`config.mk`:
```
export PLATFORM = sky130hd
export DESIGN_NAME = fifo_sync
export DESIGN_NICKNAME = d
export VERILOG_FILES = /design/src/rtl/fifo_sync.sv
export SDC_FILE = /design/constraint.sdc
export NUM_CORES = 1
export LEC_CHECK = 0
export BUFFER_PORTS_ARGS = -buffer_cell sky130_fd_sc_hd__buf_2
export CAP_MARGIN = 20
export CORE_AREA = 2 2 122 124
export DETAILED_ROUTE_END_ITERATION = 12
export DIE_AREA = 0 0 124 126
export GPL_TIMING_DRIVEN = 0
export RECOVER_POWER = 25
export SLEW_MARGIN = 20
export SYNTH_ARGS = -nofsm -noshare
export SYNTH_HDL_FRONTEND = slang
export SYNTH_SLANG_ARGS = --single-unit
```
`constraint.sdc`:
```
create_clock -name clk -period 5.37 [get_ports clk]
set_input_delay 0.8055 -clock clk [delete_from_list [all_inputs] [get_ports clk]]
set_output_delay 0.8055 -clock clk [all_outputs]
set_load 0.01 [all_outputs]
```
`src/rtl/fifo_sync.sv`:
```
// Single-clock FIFO with registered or first-word-fall-through read port,
// occupancy count, threshold flags and sticky overflow/underflow errors.
module fifo_sync #(
    parameter int DATA_WIDTH = 8,
    parameter int ADDR_WIDTH = 4,
    parameter int AF_THRESH  = (1 << ADDR_WIDTH) - 2,
    parameter int AE_THRESH  = 2,
    parameter int FWFT       = 0
) (
    input  logic                  clk,
    input  logic                  rst,
    input  logic                  wr_en,
    input  logic [DATA_WIDTH-1:0] wr_data,
    input  logic                  rd_en,
    output logic [DATA_WIDTH-1:0] rd_data,
    output logic                  rd_valid,
    output logic                  full,
    output logic                  empty,
    output logic                  almost_full,
    output logic                  almost_empty,
    output logic [ADDR_WIDTH:0]   count,
    output logic                  overflow,
    output logic                  underflow,
    input  logic                  clr_err
);
    localparam int DEPTH = 1 << ADDR_WIDTH;
    localparam logic [ADDR_WIDTH:0] ONE  = {{ADDR_WIDTH{1'b0}}, 1'b1};
    localparam logic [ADDR_WIDTH:0] AF_T = AF_THRESH[ADDR_WIDTH:0];
    localparam logic [ADDR_WIDTH:0] AE_T = AE_THRESH[ADDR_WIDTH:0];

    logic [DATA_WIDTH-1:0] mem [DEPTH];
    logic [ADDR_WIDTH:0]   wr_ptr, rd_ptr;
    logic                  wr_acc, rd_acc;

    // MSB is the wrap bit: equal low bits with differing wrap means full
    assign full  = (wr_ptr[ADDR_WIDTH] != rd_ptr[ADDR_WIDTH]) &&
                   (wr_ptr[ADDR_WIDTH-1:0] == rd_ptr[ADDR_WIDTH-1:0]);
    assign empty = (wr_ptr == rd_ptr);

    assign wr_acc = wr_en & ~full;
    assign rd_acc = rd_en & ~empty;

    assign almost_full  = (count >= AF_T);
    assign almost_empty = (count <= AE_T);

    always_ff @(posedge clk) begin
        if (wr_acc)
            mem[wr_ptr[ADDR_WIDTH-1:0]] <= wr_data;
    end

    always_ff @(posedge clk) begin
        if (rst) begin
            wr_ptr    <= '0;
            rd_ptr    <= '0;
            count     <= '0;
            overflow  <= 1'b0;
            underflow <= 1'b0;
        end else begin
            if (wr_acc) wr_ptr <= wr_ptr + ONE;
            if (rd_acc) rd_ptr <= rd_ptr + ONE;
            if (wr_acc && !rd_acc)
                count <= count + ONE;
            else if (rd_acc && !wr_acc)
                count <= count - ONE;
            // a new error event in the clearing cycle keeps the flag set
            overflow  <= (wr_en & full)  | (overflow  & ~clr_err);
            underflow <= (rd_en & empty) | (underflow & ~clr_err);
        end
    end

    generate
        if (FWFT != 0) begin : g_fwft
            assign rd_data  = mem[rd_ptr[ADDR_WIDTH-1:0]];
            assign rd_valid = ~empty;
        end else begin : g_std
            logic [DATA_WIDTH-1:0] rd_data_q;
            logic                  rd_valid_q;
            always_ff @(posedge clk) begin
                if (rst) begin
                    rd_data_q  <= '0;
                    rd_valid_q <= 1'b0;
                end else begin
                    rd_valid_q <= rd_acc;
                    if (rd_acc)
                        rd_data_q <= mem[rd_ptr[ADDR_WIDTH-1:0]];
                end
            end
            assign rd_data  = rd_data_q;
            assign rd_valid = rd_valid_q;
        end
    endgenerate
endmodule

```
==> run summary <==
* Total Power Consumption: 2.94 mW
* r2r startpoint: rd_ptr[0]
* final critical-path setup slack: 2.04 ns
* RD Place Congestion: 0.798
* arrival time at the worst endpoint: 3.65 ns
* highest routed layer: met4
* fill cell total of the finished layout: 1222
* share of post-route cells with drive strength above 1: 21.8%
* y dimension of the die: 126 um
* critical path launch point type: flip-flop
* gr ovfl total: 0
* maximum cell stage delay along the critical path: 0.36 ns
* global-route total usage across every layer: 18.3%
* drt pass-1 iters: 6
* Starting Density: 44.4%
* Period minus WS final: 3.33 ns
* result of the run: finished clean
* Setup crit end kind: flip-flop
* PortBufs: 31
* Cell Count Post-Placement: 574
* Final Slew Violations: 0
* DRC violations left: 0
* class of the tightest hold or removal check: reg -> reg
* wire length on met1: 5.65 mm
* average instance area after synthesis: 17.7 um^2
* post-place setup slack: 1.92 ns
* count of flip-flops with a built-in enable after synthesis: 128
* Post-synth ARST share: 0%
* fin util: 50.8%
* Starting DRT DRC Count: 280
* routed wire length: 13.1 mm
* Worst-Margin Slew: 1.06 ns
* # rows: 44
* register area share after synthesis: 68.7%
* count of synthesis-stage warnings from yosys: 0
* worst reg-to-reg setup slack: 2.04 ns
* Synthesized Nets: 381
* number of storage elements in the synthesis netlist: 154
* clock latency at the later pin of the worst-skew pair: 0.43 ns
* final layout net count: 432
* total CTS buffers: 17
* crit-path most repeated cell: sky130_fd_sc_hd__ha_1
* RSZ-0062 raised after global routing: no
* Worst Setup Path Type: reg -> reg
* cell count of the worst hold path: 2
* Worst Skew: 0.0180 ns
* Mapped Cells: 358
* clock edge transition at the registers on the reported setup and hold paths: 0.06 ns
* DP HPWL: 8.44 mm
* first-pass GRT wire length: 19.9 mm
* Non-Filler Instances: 606
* maximum clock rate: 0.300 GHz
* power density over cell area: 404 nW/um^2
* Die Wd: 124 um
* maximum root-to-sink buffer count: 2
* total negative slack for setup checks: 0 ns
* commonest cells after routing, fill and taps aside: 128 x sky130_fd_sc_hd__edfxtp_1, 30 x sky130_fd_sc_hd__buf_2, 26 x sky130_fd_sc_hd__dfxtp_1
* vias in the first global route: 3385
* via count: 3294
* Sinks on Clock Net: 154
* leading cell type in the layout, fill and taps excluded: sky130_fd_sc_hd__edfxtp_1
* leading register cell type out of synthesis: sky130_fd_sc_hd__edfxtp_1
* post-synthesis instance area: 6350 um^2
* worst rel slew slack: 29.2%
* max capacitance violation total: 0
* Worst path top cell family by delay: simple AND/OR/NAND/NOR gates
* total length of routed met3 wires: 925 um
* critical path data required time: 5.69 ns
* synth unique cells: 47
* routed length per instance: 21.7 um
* signed area change from the synthesized netlist to the final layout: 14.3%
* final setup vio count: 0
* hold path start: rd_data[1]
* number of placed I/O pins: 33
* Std-Cell Core Area: 14300 um^2
* hold bufs inserted after CTS: 0
* post-CTS resize count: 0
* highest-delay cell along the critical path: sky130_fd_sc_hd__dfxtp_1
* root buf cell: sky130_fd_sc_hd__clkbuf_16
* final number of hold-violating endpoints: 0
* FF-to-FF End: count[4]
* detailed-route vias per instance: 5.44
* share of the cycle needed by the critical path after routing: 62.1%
* count of nets left with antenna violations after detail routing: 0
* ant diodes: 0
* static leakage: 2.53 nW
* largest net degree at the start of global routing: 17
* length of routed met2 wiring: 6.30 mm
* Buf+Inv Stages, Crit Path: 3
* number of buffers inserted to repair setup after CTS: 0
* die outline area: 15600 um^2
* initial antenna violation count: 0
* Peak VDD IR: 300 uV
* worst hold endpoint: rd_data[1]
* TritonCTS clock tree: built
* H-tree depth reported by CTS: 4
* CP max FO: 10
* FF-to-FF path depth: 13
* series of cell instances along the critical path: buf_6 > xnor2_1 > and4_4 > a21oi_4 > buf_2 > ha_1 > inv_1 > ha_1 > nor2b_1 > o21a_1 > or3_1 > a21oi_1 > mux2_2
## worst reg2reg max path, stage by stage (launching register included)
cell and delay, ns:
sky130_fd_sc_hd__dfxtp_1 0.36, sky130_fd_sc_hd__buf_6 0.18, sky130_fd_sc_hd__xnor2_1 0.11, sky130_fd_sc_hd__and4_4 0.22, sky130_fd_sc_hd__a21oi_4 0.24, sky130_fd_sc_hd__buf_2 0.27, sky130_fd_sc_hd__ha_1 0.26, sky130_fd_sc_hd__inv_1 0.10
sky130_fd_sc_hd__ha_1 0.33, sky130_fd_sc_hd__nor2b_1 0.17, sky130_fd_sc_hd__o21a_1 0.18, sky130_fd_sc_hd__or3_1 0.30, sky130_fd_sc_hd__a21oi_1 0.18, sky130_fd_sc_hd__mux2_2 0.35
## kinds of logic after synthesis
logic type | count (synthesis) | share of synthesized area [%]
flip-flops | 154 | 68.7
AND/OR/NAND/NOR | 64 | 5.20
AO/OA/AOI/OAI | 51 | 5.79
multiplexers | 36 | 13.1
buffers and inverters | 27 | 2.86
XOR/XNOR | 16 | 2.32
adder cells (fa/ha/maj) | 10 | 2.09
## metal layers
layer	up-vias	track usage [%]
li1	1524	-
met1	1655	25.1
met2	97	27.6
met3	18	5.21
met4	0	7.80
met5	-	0
## flip-flops by register name (all words and copies together) (netlist names)
name,flops
rd_ptr,5
count,5
wr_ptr,5
rd_data,8
overflow,1
rd_valid,1
underflow,1
mem,128
## where the power goes
group	total [mW]	internal [mW]	switching [mW]	leakage (nW)
logic	0.495	0.239	0.256	0.907
registers	1.37	1.34	0.0330	1.37
clock network	1.07	0.628	0.443	0.254
## how the worst max path moves through the flow
stage	from	end	slack, ns	cells past startpoint
2_1_floorplan	wr_en	count[4]	2.40	11
3_3_place_gp	wr_en	count[4]	2.01	12
3_5_place_dp	wr_en	count[4]	1.92	12
4_1_cts	rd_ptr[0]	count[4]	2.03	13
5_1_grt	rd_ptr[0]	count[4]	1.81	13
6_report	rd_ptr[0]	count[4]	2.04	13
## final cells by class
class,count,area [um^2],area share [%]
well taps,184,230,3.17
multi-input cells,177,1810,25.0
plain buffers,21,159,2.19
clock inverters,10,77.6,1.07
inverters,6,22.5,0.310
repair buffers,32,154,2.12
clock buffers,22,444,6.11
flip-flops and latches,154,4360,60.1
## cell usage after synthesis, types with 2 or more instances
cell type	n	area share, %
sky130_fd_sc_hd__a21o_1	9	1.1
sky130_fd_sc_hd__a21oi_1	15	1.2
sky130_fd_sc_hd__a22oi_1	16	1.9
sky130_fd_sc_hd__and2_1	2	0.20
sky130_fd_sc_hd__and3_1	12	1.2
sky130_fd_sc_hd__buf_2	6	0.47
sky130_fd_sc_hd__buf_4	4	0.47
sky130_fd_sc_hd__buf_6	4	0.71
sky130_fd_sc_hd__clkbuf_1	2	0.12
sky130_fd_sc_hd__dfxtp_1	26	8.2
sky130_fd_sc_hd__edfxtp_1	128	60
sky130_fd_sc_hd__ha_1	9	1.8
sky130_fd_sc_hd__inv_1	6	0.35
sky130_fd_sc_hd__mux2i_1	3	0.47
sky130_fd_sc_hd__mux4_1	18	7.4
sky130_fd_sc_hd__mux4_2	14	5.0
sky130_fd_sc_hd__nand2_1	8	0.47
sky130_fd_sc_hd__nand3_1	2	0.16
sky130_fd_sc_hd__nor2_1	23	1.4
sky130_fd_sc_hd__nor2b_1	10	0.98
sky130_fd_sc_hd__nor3_1	2	0.16
sky130_fd_sc_hd__xnor2_1	10	1.4
sky130_fd_sc_hd__xor2_1	5	0.69
## per-stage QoR
step | cell area, um^2 | hold slack (ns)
2_1_floorplan | 6350 | 0.477
3_3_place_gp | 6740 | 0.440
3_5_place_dp | 6750 | 0.447
4_1_cts | 7270 | 0.454
5_1_grt | 7260 | 0.474
6_report | 7260 | 0.452
No activity file was read; power rests on OpenSTA's default activity.
